[src/rtl/intsrc_pkg.sv]
// intsrc_pkg: shared definitions for the interrupt source gate.
package intsrc_pkg;

    typedef enum logic [1:0] {
        PINOOP = 2'b00,
        PIWROP = 2'b01,
        PIRDOP = 2'b10,
        PIRWOP = 2'b11
    } pi1_op_e;

    localparam logic [1:0] REGMODE = 2'd0;
    localparam logic [1:0] REGPOL  = 2'd1;
    localparam logic [1:0] REGPEND = 2'd2;
    localparam logic [1:0] REGOVF  = 2'd3;

    typedef enum logic [1:0] {
        IDLE = 2'd0,
        REQ  = 2'd1,
        SERV = 2'd2
    } chan_state_e;

    function automatic logic op_writes(input logic [1:0] op);
        return (op == PIWROP) || (op == PIRWOP);
    endfunction

    function automatic logic op_reads(input logic [1:0] op);
        return (op == PIRDOP) || (op == PIRWOP);
    endfunction

endpackage

[src/rtl/intsrc_chan.sv]
// intsrc_chan: one interrupt channel - synchroniser, polarity, edge
// detect, pending/overflow bits and the request/ready handshake FSM.
//
//   state | meaning
//   IDLE  | no request presented to the controller
//   REQ   | intrqst_o high, waiting for the controller to take it
//   SERV  | controller is servicing (intrdy_i low), waiting for release
module intsrc_chan
    import intsrc_pkg::*;
#(
    parameter int SYNCSTAGES = 2
) (
    input  logic clk_i,
    input  logic rst_i,
    input  logic irq_i,
    input  logic mode_i,
    input  logic pol_i,
    input  logic pol_nxt_i,
    input  logic cfg_wr_i,
    input  logic pend_clr_i,
    input  logic ovf_clr_i,
    input  logic intrdy_i,
    output logic intrqst_o,
    output logic pend_o,
    output logic ovf_o
);

    logic [SYNCSTAGES-1:0] sync_q;
    logic                  prev_q;
    logic                  pend_q;
    logic                  ovf_q;
    logic                  rqst_q;
    chan_state_e           state_q;

    logic s_w;
    logic rise_w;
    logic set_w;
    logic accept_w;
    logic lvl_w;
    logic pend_d;
    logic ovf_d;

    assign s_w      = sync_q[SYNCSTAGES-1] ^ pol_i;
    // A MODE/POL write reloads prev with the new view of the line, so the
    // flip itself never looks like a rising edge.
    assign rise_w   = s_w & ~prev_q & ~cfg_wr_i;
    assign set_w    = rise_w & mode_i;
    assign accept_w = (state_q == REQ) & ~intrdy_i;
    // Level mode follows the registered line so both modes share one latency.
    assign lvl_w    = prev_q;

    // A fresh edge always wins over a software or acceptance clear.
    assign pend_d = set_w | (pend_q & ~pend_clr_i & ~(accept_w & mode_i));
    // An edge coinciding with acceptance refills PEND without overflowing.
    assign ovf_d  = (set_w & pend_q & ~accept_w) | (ovf_q & ~ovf_clr_i);

    // Synchroniser, line history and pending/overflow bits.
    always_ff @(posedge clk_i or posedge rst_i) begin
        if (rst_i) begin
            sync_q <= '0;
            prev_q <= 1'b0;
            pend_q <= 1'b0;
            ovf_q  <= 1'b0;
        end else begin
            sync_q <= {sync_q[SYNCSTAGES-2:0], irq_i};
            prev_q <= sync_q[SYNCSTAGES-1] ^ pol_nxt_i;
            pend_q <= pend_d;
            ovf_q  <= ovf_d;
        end
    end

    // Handshake FSM with registered request output.
    always_ff @(posedge clk_i or posedge rst_i) begin
        if (rst_i) begin
            state_q <= IDLE;
            rqst_q  <= 1'b0;
        end else begin
            case (state_q)
                IDLE: begin
                    if (mode_i ? pend_q : lvl_w) begin
                        state_q <= REQ;
                        rqst_q  <= 1'b1;
                    end
                end
                REQ: begin
                    if (!intrdy_i) begin
                        state_q <= SERV;
                        rqst_q  <= 1'b0;
                    end else if (mode_i ? !pend_q : !lvl_w) begin
                        state_q <= IDLE;
                        rqst_q  <= 1'b0;
                    end
                end
                SERV: begin
                    if (intrdy_i) begin
                        state_q <= IDLE;
                    end
                end
                default: begin
                    state_q <= IDLE;
                    rqst_q  <= 1'b0;
                end
            endcase
        end
    end

    assign intrqst_o = rqst_q;
    assign pend_o    = pend_q;
    assign ovf_o     = ovf_q;

endmodule

[src/rtl/intsrc_gate.sv]
// intsrc_gate: converts raw peripheral interrupt lines into the interrupt
// controller's request/ready handshake, with a four-word pi1 register window.
module intsrc_gate
    import intsrc_pkg::*;
#(
    parameter int  NCHAN      = 8,
    parameter int  ARCHBITSZ  = 32,
    parameter int  SYNCSTAGES = 2,
    localparam int ADDRBITSZ  = ARCHBITSZ - $clog2(ARCHBITSZ/8)
) (
    input  logic                   clk_i,
    input  logic                   rst_i,
    input  logic [1:0]             pi1_op_i,
    input  logic [ADDRBITSZ-1:0]   pi1_addr_i,
    input  logic [ARCHBITSZ-1:0]   pi1_data_i,
    output logic [ARCHBITSZ-1:0]   pi1_data_o,
    input  logic [ARCHBITSZ/8-1:0] pi1_sel_i,
    output logic                   pi1_rdy_o,
    output logic [ADDRBITSZ-1:0]   pi1_mapsz_o,
    input  logic [NCHAN-1:0]       irq_i,
    output logic [NCHAN-1:0]       intrqst_o,
    input  logic [NCHAN-1:0]       intrdy_i
);

    logic [NCHAN-1:0]     mode_q;
    logic [NCHAN-1:0]     pol_q;
    logic [ARCHBITSZ-1:0] rdat_q;
    logic [ARCHBITSZ-1:0] rdat_d;

    logic             wr_w;
    logic             rd_w;
    logic [1:0]       reg_w;
    logic [NCHAN-1:0] wdat_w;
    logic             mode_wr_w;
    logic             pol_wr_w;
    logic             cfg_wr_w;
    logic [NCHAN-1:0] pol_nxt_w;
    logic [NCHAN-1:0] pend_clr_w;
    logic [NCHAN-1:0] ovf_clr_w;
    logic [NCHAN-1:0] pend_w;
    logic [NCHAN-1:0] ovf_w;
    logic             unused_w;

    // Byte enables and upper address bits carry no meaning here.
    assign unused_w = ^{pi1_sel_i, pi1_addr_i, pi1_data_i};

    assign wr_w       = op_writes(pi1_op_i);
    assign rd_w       = op_reads(pi1_op_i);
    assign reg_w      = pi1_addr_i[1:0];
    assign wdat_w     = pi1_data_i[NCHAN-1:0];
    assign mode_wr_w  = wr_w && (reg_w == REGMODE);
    assign pol_wr_w   = wr_w && (reg_w == REGPOL);
    assign cfg_wr_w   = mode_wr_w || pol_wr_w;
    assign pol_nxt_w  = pol_wr_w ? wdat_w : pol_q;
    assign pend_clr_w = (wr_w && (reg_w == REGPEND)) ? wdat_w : '0;
    assign ovf_clr_w  = (wr_w && (reg_w == REGOVF)) ? wdat_w : '0;

    assign pi1_rdy_o   = 1'b1;
    assign pi1_mapsz_o = ADDRBITSZ'(4);

    // Read mux over the current (pre-write) register values.
    always_comb begin
        rdat_d = '0;
        case (reg_w)
            REGMODE: rdat_d[NCHAN-1:0] = mode_q;
            REGPOL:  rdat_d[NCHAN-1:0] = pol_q;
            REGPEND: rdat_d[NCHAN-1:0] = pend_w;
            default: rdat_d[NCHAN-1:0] = ovf_w;
        endcase
    end

    // Configuration registers and registered read data.
    always_ff @(posedge clk_i or posedge rst_i) begin
        if (rst_i) begin
            mode_q <= '0;
            pol_q  <= '0;
            rdat_q <= '0;
        end else begin
            if (mode_wr_w) mode_q <= wdat_w;
            if (pol_wr_w)  pol_q  <= wdat_w;
            if (rd_w)      rdat_q <= rdat_d;
        end
    end

    assign pi1_data_o = rdat_q;

    for (genvar i = 0; i < NCHAN; i++) begin : g_chan
        intsrc_chan #(
            .SYNCSTAGES(SYNCSTAGES)
        ) u_chan (
            .clk_i     (clk_i),
            .rst_i     (rst_i),
            .irq_i     (irq_i[i]),
            .mode_i    (mode_q[i]),
            .pol_i     (pol_q[i]),
            .pol_nxt_i (pol_nxt_w[i]),
            .cfg_wr_i  (cfg_wr_w),
            .pend_clr_i(pend_clr_w[i]),
            .ovf_clr_i (ovf_clr_w[i]),
            .intrdy_i  (intrdy_i[i]),
            .intrqst_o (intrqst_o[i]),
            .pend_o    (pend_w[i]),
            .ovf_o     (ovf_w[i])
        );
    end

endmodule

[config.mk]
export PLATFORM = sky130hd
export DESIGN_NAME = intsrc_gate
export DESIGN_NICKNAME = d
export VERILOG_FILES = /design/src/rtl/intsrc_pkg.sv /design/src/rtl/intsrc_chan.sv /design/src/rtl/intsrc_gate.sv
export SDC_FILE = /design/constraint.sdc
export NUM_CORES = 1
export LEC_CHECK = 0
export BUFFER_PORTS_ARGS = -buffer_cell sky130_fd_sc_hd__buf_4
export CORE_ASPECT_RATIO = 0.75
export CORE_MARGIN = 2
export CORE_UTILIZATION = 45
export CTS_CLUSTER_DIAMETER = 50
export DETAILED_ROUTE_END_ITERATION = 8
export GPL_ROUTABILITY_DRIVEN = 0
export PLACE_DENSITY = 0.72
export RECOVER_POWER = 50
export SETUP_SLACK_MARGIN = 0.3
export SYNTH_ARGS = -nofsm -noshare
export SYNTH_HDL_FRONTEND = slang
export SYNTH_SLANG_ARGS = --single-unit
[constraint.sdc]
create_clock -name clk_i -period 3.9 [get_ports clk_i]
set_input_delay 0.195 -clock clk_i [delete_from_list [all_inputs] [get_ports clk_i]]
set_output_delay 0.195 -clock clk_i [all_outputs]
set_load 0.02 [all_outputs]
==> summary.md <==
| Metric | Value |
|---|---|
| Status | finished, violations left |
| Violated checks | capacitance limit, slew limit |
| Ys Warns | 0 |
| Worst Path Max Fanout | 60 |
| Hold bufs inserted after CTS | 13 |
| Critical Path, Cell by Cell | clkbuf_4, clkinvlp_2, buf_4 |
| Startpoint Class | input port |
| Hpwl dp | 4970 µm |
| Share of cells above drive strength 1 | 0.237 |
| Vias per cell | 4.67 |
| First-pass GRT wire length | 11,900 µm |
| Largest delay share family, worst path | buffers and inverters |
| CORE AREA | a little over 0.009 mm² |
| Row count | 30 |
| Final period util | 0.481 |
| Clock tree buffer depth | 2 |
| Initial core utilization | 0.465 |
| RSZ-0062 raised after global routing | false |
| H-tree depth | 3 |
| Detailed Route WL | slightly above 7000 µm |
| Inserted Clock Buffers | 9 |
| Initial antenna violation count | 0 |
| CP required | approximately 4.4 ns |
| I/O pins | ~160 |
| Final setup violation count | 0 |
| Die width | 116 µm |
| Worst r2r src | mode_q[2] |
| Post-synth top area share | 0.522 |
| Root Buffer | clkbuf_16 |
| Commonest non-fill, non-tap cells in the layout | 88 x dfrtp_1, 55 x conb_1, 35 x buf_4 |
| Critical setup path kind | in2async |
| Via Count | 2,447 |
| Levels on crit path | 3 |
| Number of routed nets with antenna violations | 0 |
| Drt pass-1 iters | 4 |
| Synth area leaders | dfrtp_1 52%, buf_4 11%, mux2_2 4.5% |
| Library cells used by synthesis | 29 |
| Utilization after layout | 0.526 |
| Remaining DRCs | 0 |
| Worst Setup End Kind | async pin |
| Worst hold-check path type | in2reg |
| Clk slew on worst S/H paths | 0.06 ns |
| Syn Area/Cell | about 12 µm² |
| Clk_lat worst skew | 0.34 ns |
| Pleak | 0.00215 µW |
| Flop2flop setup slack | 2.61 ns |
| Slowest library cell on the worst path | clkinvlp_2 |
| # nets final | ~480 |
| Clk sinks | between 80 and 90 |
| Area growth syn-to-layout | 13.3% |
| Fin Setup TNS | 0 ns |
| Worst slew pin tran | 2.56 ns |
| Max-slew violation count | 61 |
| Die ar. | a little over 0.01 mm² |
| Mapped Area | 0.00422 mm² |
| # port buffers | 45 |
| Vias in the first global route | 2,491 |
| N_diodes | 0 |
| Synth Register Bits | roughly 90 |
| Cells after Synth | around 340 |
| Commonest non-fill, non-tap cell in the layout | dfrtp_1 |
| Pwr dens | 662 mW/mm² |
| Overflow after GRT | 0 |
| FF-to-FF End | pi1_data_o[2] |
| Max Cap Violations | 1 |
| Skew final | 0.00458 ns |
| VDD IR max | 0.349 mV |
| Die Height | around 90 µm |
| Worst setup endpoint | g_chan[2].u_chan.sync_q[0] |
| Tmin final | about 1.9 ns |
| Post-CTS sizing | 0 |
| CP startpoint | rst_i |
| Path depth of the worst reg2reg path | 2 |
| Slew margin rel. | -0.716 |
| CP arrival | 2.36 ns |
| Number of fill cells | 845 |
| Post-CTS setup buffer count | 0 |
| Worst Path Buf+Inv | 3 |
| Yosys top cell by area | dfrtp_1 |
| Gr usage total | 0.154 |
| Slowest cell delay on critical path | 1.45 ns |
| Seq/Total Area, Yosys | 0.522 |
| WL per Instance | 13.7 µm |
| Pin count of the biggest net entering global routing | between 60 and 70 |
| Final Hold Violating Endpoints | 0 |
| Max Freq | 0.533 GHz |
| DR iter-0 viols | 98 |
| CTS tree | done |
area by class of cell:
class / instances / area [µm²] / share of cell area
Tap cell: 128 / 160 / 0.0335
Timing Repair Buffer: 59 / 468 / 0.0979
Clock inverter: 5 / 33.8 / 0.00707
Clock buffer: 11 / 233 / 0.0487
Sequential cell: 88 / 2200 / 0.461
Inverter: 9 / 35.0 / 0.00733
Multi-Input combinational cell: 224 / 1650 / 0.345
Yosys cell counts:
| cell | number |
|---|---|
| xnor2_1 | 16 |
| nor3_1 | 8 |
| nor4b_1 | 8 |
| o21ai_0 | 6 |
| mux2_4 | 7 |
| nand2b_1 | 8 |
| nand3b_1 | 8 |
| maj3_1 | 2 |
| dfrtp_1 | 88 |
| nand2_1 | 22 |
| inv_1 | 9 |
| buf_4 | 63 |
| and3_2 | 1 |
| mux2_2 | 17 |
| a32o_1 | 8 |
| a31o_2 | 8 |
| buf_2 | 2 |
| mux2i_1 | 8 |
| conb_1 | 2 |
| nand3b_2 | 1 |
| and3b_2 | 1 |
| nor2b_1 | 9 |
| nor2_1 | 8 |
| and2b_1 | 1 |
| a211o_1 | 6 |
| buf_6 | 4 |
| mux4_2 | 8 |
| clkbuf_1 | 1 |
| xor2_1 | 8 |
stage by stage:
stage | setup WS (ns) | cells | cell area [µm²] | total power (µW) | hold WS (ns)
5_1_grt | 1.54 | 524 | 4780 | 3370 | 0.00558
3_3_place_gp | 1.78 | 495 | 4390 | 2370 | 0.304
2_1_floorplan | 1.43 | 391 | 4420 | 2220 | 0.226
6_report | 2.02 | 524 | 4780 | 3170 | 0.0218
3_5_place_dp | 1.81 | 495 | 4390 | 2410 | 0.306
4_1_cts | 2.17 | 524 | 4790 | 3210 | 0.00533
worst min-delay path by stage:
stage,depth (start not counted),end,startpoint
final,2,g_chan[2].u_chan.state_q[1],intrdy_i[2]
after detailed placement,1,g_chan[6].u_chan.sync_q[0],irq_i[6]
after global routing,2,g_chan[3].u_chan.state_q[1],intrdy_i[3]
after CTS,2,g_chan[3].u_chan.state_q[1],intrdy_i[3]
after global placement,1,g_chan[6].u_chan.sync_q[0],irq_i[6]
after floorplan,0,g_chan[0].u_chan.sync_q[0],irq_i[0]
flip-flops by register name, summed over array words and instances, names as in the netlist:
name	flops
mode_q	8
g_chan.u_chan.pend_o	8
g_chan.u_chan.ovf_o	8
g_chan.u_chan.sync_q	16
g_chan.u_chan.intrqst_o	8
pi1_data_o	8
g_chan.u_chan.state_q	16
g_chan.u_chan.lvl_w	8
pol_q	8
routing by layer:
metal | GRT usage | up-vias | share of wire
met5 | 0 | - | 0
met4 | 0.0563 | 0 | 0.0086
met3 | 0.0547 | 8 | 0.054
met2 | 0.249 | 60 | 0.49
met1 | 0.194 | 1220 | 0.44
li1 | - | 1159 | -
kinds of logic after synthesis:
logic type,after synthesis,synth area share
compound gates,28,0.0551
xor+xnor,24,0.0498
fa+ha+maj,2,0.00474
buf+inv,79,0.134
flops,88,0.522
mux,40,0.132
other cells,2,0.00178
simple gates,75,0.101
worst reg2reg max path, stage by stage, from the launching register on:
cell     delay [ns]
dfrtp_1        0.43
mux4_2         0.48
mux2_4         0.27
where the power goes:
part,leakage (µW),total (µW),switching [µW],internal [µW]
Clock,0.000126,771,341,430
Sequential,0.00106,1470,255,1210
Combinational,0.000969,925,413,512
Note: power is estimated with default switching activity, not from simulation.
